**src/rtl/i281_pkg.sv**
```systemverilog
// Shared constants and loader state type for the i281 code-memory loader.
package i281_pkg;

    localparam int unsigned CODE_ADDR_W = 6;
    localparam int unsigned INSTR_W     = 16;
    localparam int unsigned BYTE_W      = 8;
    localparam int unsigned CODE_DEPTH  = 64;

    typedef enum logic [2:0] {
        IDLE,
        HI,
        LO,
        WR,
        CK,
        FIN
    } loader_state_t;

endpackage

```
**src/rtl/codemem_loader.sv**
```systemverilog
// codemem_loader: assembles big-endian instructions from a byte stream and writes them
// to consecutive code-memory addresses, holding the CPU for the duration of the load.
// Optional trailing XOR checksum byte enabled by defining CODEMEM_LOADER_CKSUM_EN.
module codemem_loader #(
    parameter int unsigned ADDR_W = i281_pkg::CODE_ADDR_W,
    parameter int unsigned WORD_W = i281_pkg::INSTR_W,
    parameter int unsigned BYTE_W = i281_pkg::BYTE_W
) (
    input  logic              clock,
    input  logic              reset_n,
    input  logic              load_start,
    input  logic              load_abort,
    input  logic [ADDR_W:0]   word_count,
    input  logic              byte_valid,
    input  logic [BYTE_W-1:0] byte_data,
    output logic              byte_ready,
    output logic              c1,
    output logic [ADDR_W-1:0] write_select,
    output logic [WORD_W-1:0] inp,
    output logic              cpu_hold,
    output logic              done,
    output logic              cksum_err
);
    import i281_pkg::*;

    // A count of zero means a full memory load.
    localparam logic [ADDR_W:0] FULL_CNT = {1'b1, {ADDR_W{1'b0}}};
    localparam logic [ADDR_W:0] ONE      = (ADDR_W+1)'(1);

    loader_state_t   state;
    logic [ADDR_W:0] remaining;
    logic [ADDR_W:0] addr;
    logic            xfer_c;

`ifdef CODEMEM_LOADER_CKSUM_EN
    logic [BYTE_W-1:0] xsum;
`else
    assign cksum_err = 1'b0;
`endif

    // A byte moves only when the loader advertised ready on the previous edge.
    assign xfer_c = byte_valid & byte_ready;

    // Loader FSM with registered outputs; abort wins over every other event.
    always_ff @(posedge clock or negedge reset_n) begin
        if (!reset_n) begin
            state        <= IDLE;
            remaining    <= '0;
            addr         <= '0;
            byte_ready   <= 1'b0;
            c1           <= 1'b0;
            write_select <= '0;
            inp          <= '0;
            cpu_hold     <= 1'b0;
            done         <= 1'b0;
`ifdef CODEMEM_LOADER_CKSUM_EN
            xsum         <= '0;
            cksum_err    <= 1'b0;
`endif
        end else begin
            c1   <= 1'b0;
            done <= 1'b0;
            if (load_abort) begin
                state      <= IDLE;
                byte_ready <= 1'b0;
                cpu_hold   <= 1'b0;
            end else begin
                case (state)
                    IDLE: begin
                        if (load_start) begin
                            remaining  <= (word_count == '0) ? FULL_CNT : word_count;
                            addr       <= '0;
                            cpu_hold   <= 1'b1;
                            byte_ready <= 1'b1;
`ifdef CODEMEM_LOADER_CKSUM_EN
                            xsum       <= '0;
                            cksum_err  <= 1'b0;
`endif
                            state      <= HI;
                        end
                    end
                    HI: begin
                        if (xfer_c) begin
                            inp[WORD_W-1:BYTE_W] <= byte_data;
`ifdef CODEMEM_LOADER_CKSUM_EN
                            xsum <= xsum ^ byte_data;
`endif
                            state <= LO;
                        end
                    end
                    LO: begin
                        if (xfer_c) begin
                            inp[BYTE_W-1:0] <= byte_data;
`ifdef CODEMEM_LOADER_CKSUM_EN
                            xsum <= xsum ^ byte_data;
`endif
                            byte_ready <= 1'b0;
                            state      <= WR;
                        end
                    end
                    WR: begin
                        // The write strobe is launched here so an abort in this cycle can cancel it.
                        c1           <= 1'b1;
                        write_select <= addr[ADDR_W-1:0];
                        addr         <= addr + ONE;
                        remaining    <= remaining - ONE;
                        if (remaining == ONE) begin
`ifdef CODEMEM_LOADER_CKSUM_EN
                            byte_ready <= 1'b1;
                            state      <= CK;
`else
                            state      <= FIN;
`endif
                        end else begin
                            byte_ready <= 1'b1;
                            state      <= HI;
                        end
                    end
                    CK: begin
`ifdef CODEMEM_LOADER_CKSUM_EN
                        if (xfer_c) begin
                            cksum_err  <= (byte_data != xsum);
                            byte_ready <= 1'b0;
                            state      <= FIN;
                        end
`else
                        state <= IDLE;
`endif
                    end
                    FIN: begin
                        done     <= 1'b1;
                        cpu_hold <= 1'b0;
                        state    <= IDLE;
                    end
                    default: state <= IDLE;
                endcase
            end
        end
    end

endmodule

```
**config.mk**
```make
export PLATFORM = sky130hd
export DESIGN_NAME = codemem_loader
export DESIGN_NICKNAME = d
export VERILOG_FILES = /design/src/rtl/i281_pkg.sv /design/src/rtl/codemem_loader.sv
export SDC_FILE = /design/constraint.sdc
export NUM_CORES = 1
export LEC_CHECK = 0
export BUFFER_PORTS_ARGS = -buffer_cell sky130_fd_sc_hd__buf_2
export CAP_MARGIN = 25
export CORE_ASPECT_RATIO = 2
export CORE_MARGIN = 3
export CORE_UTILIZATION = 50
export DETAILED_ROUTE_END_ITERATION = 12
export PLACE_DENSITY = 0.74
export SYNTH_ARGS = -nofsm -noshare
export SYNTH_HDL_FRONTEND = slang
export SYNTH_SLANG_ARGS = --single-unit
```
**constraint.sdc**
```tcl
create_clock -name clock -period 2 [get_ports clock]
set_input_delay 0.1 -clock clock [delete_from_list [all_inputs] [get_ports clock]]
set_output_delay 0.1 -clock clock [all_outputs]
set_load 0.05 [all_outputs]
```
==> impl_metrics.env <==
export IMPL_run_status="finished clean"
export IMPL_worst_slew_pin_slew_ps=620
export IMPL_core_mm2=0.00365
export IMPL_grt_max_degree=22
export IMPL_maxCapViolCount=0
export IMPL_detail_route_vias_per_cell=5.30
export IMPL_ys_seq_area_share_pct=54.7
export IMPL_synth_warnings=0
export IMPL_register_clock_pin_slew_on_the_reported_worst_setup_and_hold_paths_ps=90
export IMPL_n_fill_cell=317
export IMPL_power_frac_comb_pct=26.7
export IMPL_drt_wl_total_um=4020
export IMPL_gp_congestion=0.791
export IMPL_synth_distinct_cells=40
export IMPL_cts_made_buffers=5
export IMPL_crit_reg2reg_capture="remaining[5]"
export IMPL_slew_limit_headroom_pct=58.4
export IMPL_area_occupied_by_multi_input_gates_um2=826
export IMPL_switching_power_mw=0.788
export IMPL_p_leak_nw=1.18
export IMPL_dp_hpwl_um=3100
export IMPL_cp_arrival_ps=2010
export IMPL_maximum_count_of_clock_buffers_along_a_single_path=2
export IMPL_cts_root_buf="clkbuf_8"
export IMPL_report_final_setup_viol=0
export IMPL_asyncSetResetFlopFracSynth_pct=100
export IMPL_timing_clock_skew_ps=10.7
export IMPL_synth_area_leader_cell="dfrtp_1"
export IMPL_critical_path_n_buffers_inverters=0
export IMPL_timing_critical_path_slowest_cell_delay_ps=530
export IMPL_total_power_mw=2.16
export IMPL_final_period_minus_worst_setup_slack_ps=1810
export IMPL_timing_reg2reg_setup_slack_ps=190
export IMPL_cp_max_fo=14
export IMPL_p_int_mw=1.37
export IMPL_synth_common_cells="42 x dfrtp_1, 30 x nand2_1, 16 x mux2_2, 12 x o21ai_0, 11 x nor2_1"
export IMPL_setup_worst_path_end_class="register"
export IMPL_hold_end="inp[2]"
export IMPL_cts_tree="built"
export IMPL_worstHoldPathType="in -> reg"
export IMPL_die_w_um=49.9
export IMPL_seq_power_share_pct=47.8
export IMPL_power_ir_vdd_worst_mv=0.792
export IMPL_insertion_delay_ps=300
export IMPL_drtPass1Iterations=4
export IMPL_share_of_layout_cells_above_drive_strength_1_pct=32.8
export IMPL_ys_top_cells_by_area="dfrtp_1 55%, mux2_2 9.4%, nand2_1 5.9%"
export IMPL_final_hold_viol_count=0
export IMPL_post_synth_top_count_cell="dfrtp_1"
export IMPL_cts_repair_timing_setup_buffer_count=0
export IMPL_wl_per_cell_um=14.3
export IMPL_grt_pass1_wl_um=6640
export IMPL_floorplan_initialDensity_pct=52.7
export IMPL_grt_util_all_layers_pct=18.9
export IMPL_post_route_setup_tns_ps=0
export IMPL_cp_class="reg -> reg"
export IMPL_cts_num_sinks=42
export IMPL_via_count=1490
export IMPL_hold_path_cell_count=2
export IMPL_die_area_mm2=0.00467
export IMPL_cp_data_required_time_ps=2200
export IMPL_synth_flop_cell="dfrtp_1"
export IMPL_total_standard_cell_area_after_synthesis_mm2=0.00192
export IMPL_areaGrowthSynthToFinish_pct=20.0
export IMPL_number_of_storage_elements_in_the_synthesis_netlist=42
export IMPL_unrepaired_setup_endpoints_after_global_routing="no"
export IMPL_syn_mean_instance_area_um2=10.7
export IMPL_final_core_util_pct=63.3
export IMPL_num_io_pins=47
export IMPL_grt_antenna_before_repair=0
export IMPL_cp_startpoint="state[0]"
export IMPL_slew_viol_final=0
export IMPL_gr_total_overflow=0
export IMPL_seqCellArea_mm2=0.00105
export IMPL_yosys_area_top_type_share_pct=54.7
export IMPL_final_nets=254
export IMPL_row_count=31
export IMPL_synth_cells=180
export IMPL_cp_cell_sequence="nor3b_1 > nand2_1 > a221oi_1"
export IMPL_slowest_stage="dfrtp_1"
export IMPL_critical_path_startpoint_type="register"
export IMPL_grt_pass1_vias=1485
export IMPL_synth_edff_count=0
export IMPL_worst_r2r_path_depth=3
export IMPL_critPathTopFamily="simple AND/OR/NAND/NOR gates"
export IMPL_ant_nets=0
export IMPL_antenna_cells=0
export IMPL_fp_dieH_um=93.7
export IMPL_period_share_pct=90.4
export IMPL_synthesis_nets=203
export IMPL_route_detailed_drc=0
export IMPL_cts_repair_resize_count=0
export IMPL_fmax_ghz=0.553
export IMPL_htreeDepth=2
export IMPL_p_sw_share_pct=36.5
export IMPL_power_per_cell_area_mw_per_mm2=936
export IMPL_share_clk_of_total_power_pct=25.5
export IMPL_hold_path_startpoint="byte_data[2]"
export IMPL_drtIter0Drc=23
export IMPL_io_buffer_count=45
export IMPL_r2r_start="state[0]"
logic make-up after synthesis:
family | Yosys count | share of synthesized area [%]
flops | 42 | 54.7
mux | 19 | 10.9
fa+ha+maj | 3 | 1.95
other cells | 1 | 0.195
simple gates | 74 | 20.0
buf+inv | 10 | 2.41
compound gates | 31 | 9.89
how the worst max path moves through the flow:
| stage | endpoint | slack (ps) | depth (start not counted) |
|---|---|---|---|
| after CTS | remaining[5] | 210 | 3 |
| after global placement | remaining[2] | 330 | 4 |
| after floorplan | inp[0] | 350 | 3 |
| after detailed placement | remaining[5] | 250 | 3 |
| final | remaining[5] | 190 | 3 |
| after global routing | remaining[5] | 50 | 3 |
per-layer routing:
metal,vias to the layer above,GRT usage (%),part of all wire (%)
met1,703,20.6,36
met2,43,33.6,56
met5,-,0,0
li1,732,-,-
met4,0,9.47,2.7
met3,12,3.97,4.8
worst register-to-register path, cell delays in order, from the launching register on:
cell and delay [ps]:
dfrtp_1 530, nor3b_1 480, nand2_1 340, a221oi_1 370
power groups by stage:
stage | Sequential [mW] | Combinational (mW) | Clock [mW]
detailed placement | 1.05 | 0.580 | 0
floorplan | 1.27 | 0.187 | 0
CTS | 1.03 | 0.583 | 0.572
global placement | 1.05 | 0.569 | 0
global route | 1.05 | 0.615 | 0.598
finish | 1.03 | 0.576 | 0.551
stage by stage:
stage	hold WS, ps	cell area [µm²]	worst slack, ps	std cells
finish	43.9	2310	191	281
global route	39.8	2310	51.9	281
CTS	34.8	2310	207	281
detailed placement	86.4	2210	249	272
global placement	81.7	2210	329	272
floorplan	-196	1920	346	180
layout by cell type (no fill, tap or decap), types with 3 or more instances in the layout:
master	synthesis	layout
a21oi_1	8	8
nor2b_1	3	3
clkbuf_8	0	5
mux2_2	16	16
buf_4	1	4
nand3_1	5	5
inv_1	4	4
dfrtp_1	42	42
nand2_1	30	30
nor2_1	11	11
ha_1	3	3
buf_2	4	45
o21ai_0	12	12
nor3_1	5	5
mux2i_1	3	3
state kept, by name (all words and copies together) (netlist names):
name	count
cpu_hold	1
remaining	7
done	1
c1	1
state	3
byte_ready	1
inp	16
write_select	6
addr	6
layout make-up:
| class | instances | share of cell area (%) |
|---|---|---|
| tap | 49 | 2.66 |
| sequential | 42 | 45.5 |
| timing repair buffer | 50 | 11.5 |
| clock inverter | 3 | 0.921 |
| inverter | 4 | 0.650 |
| clock buffer | 5 | 2.98 |
| multi-input combinational | 128 | 35.8 |
what timing repair did:
item / in CTS / in global routing
endpoints found under the setup margin: 0 / 0
endpoints found under the hold margin: 19 / 0
hold buffers: 1 / 0
Power figures use the tool's default switching activity.
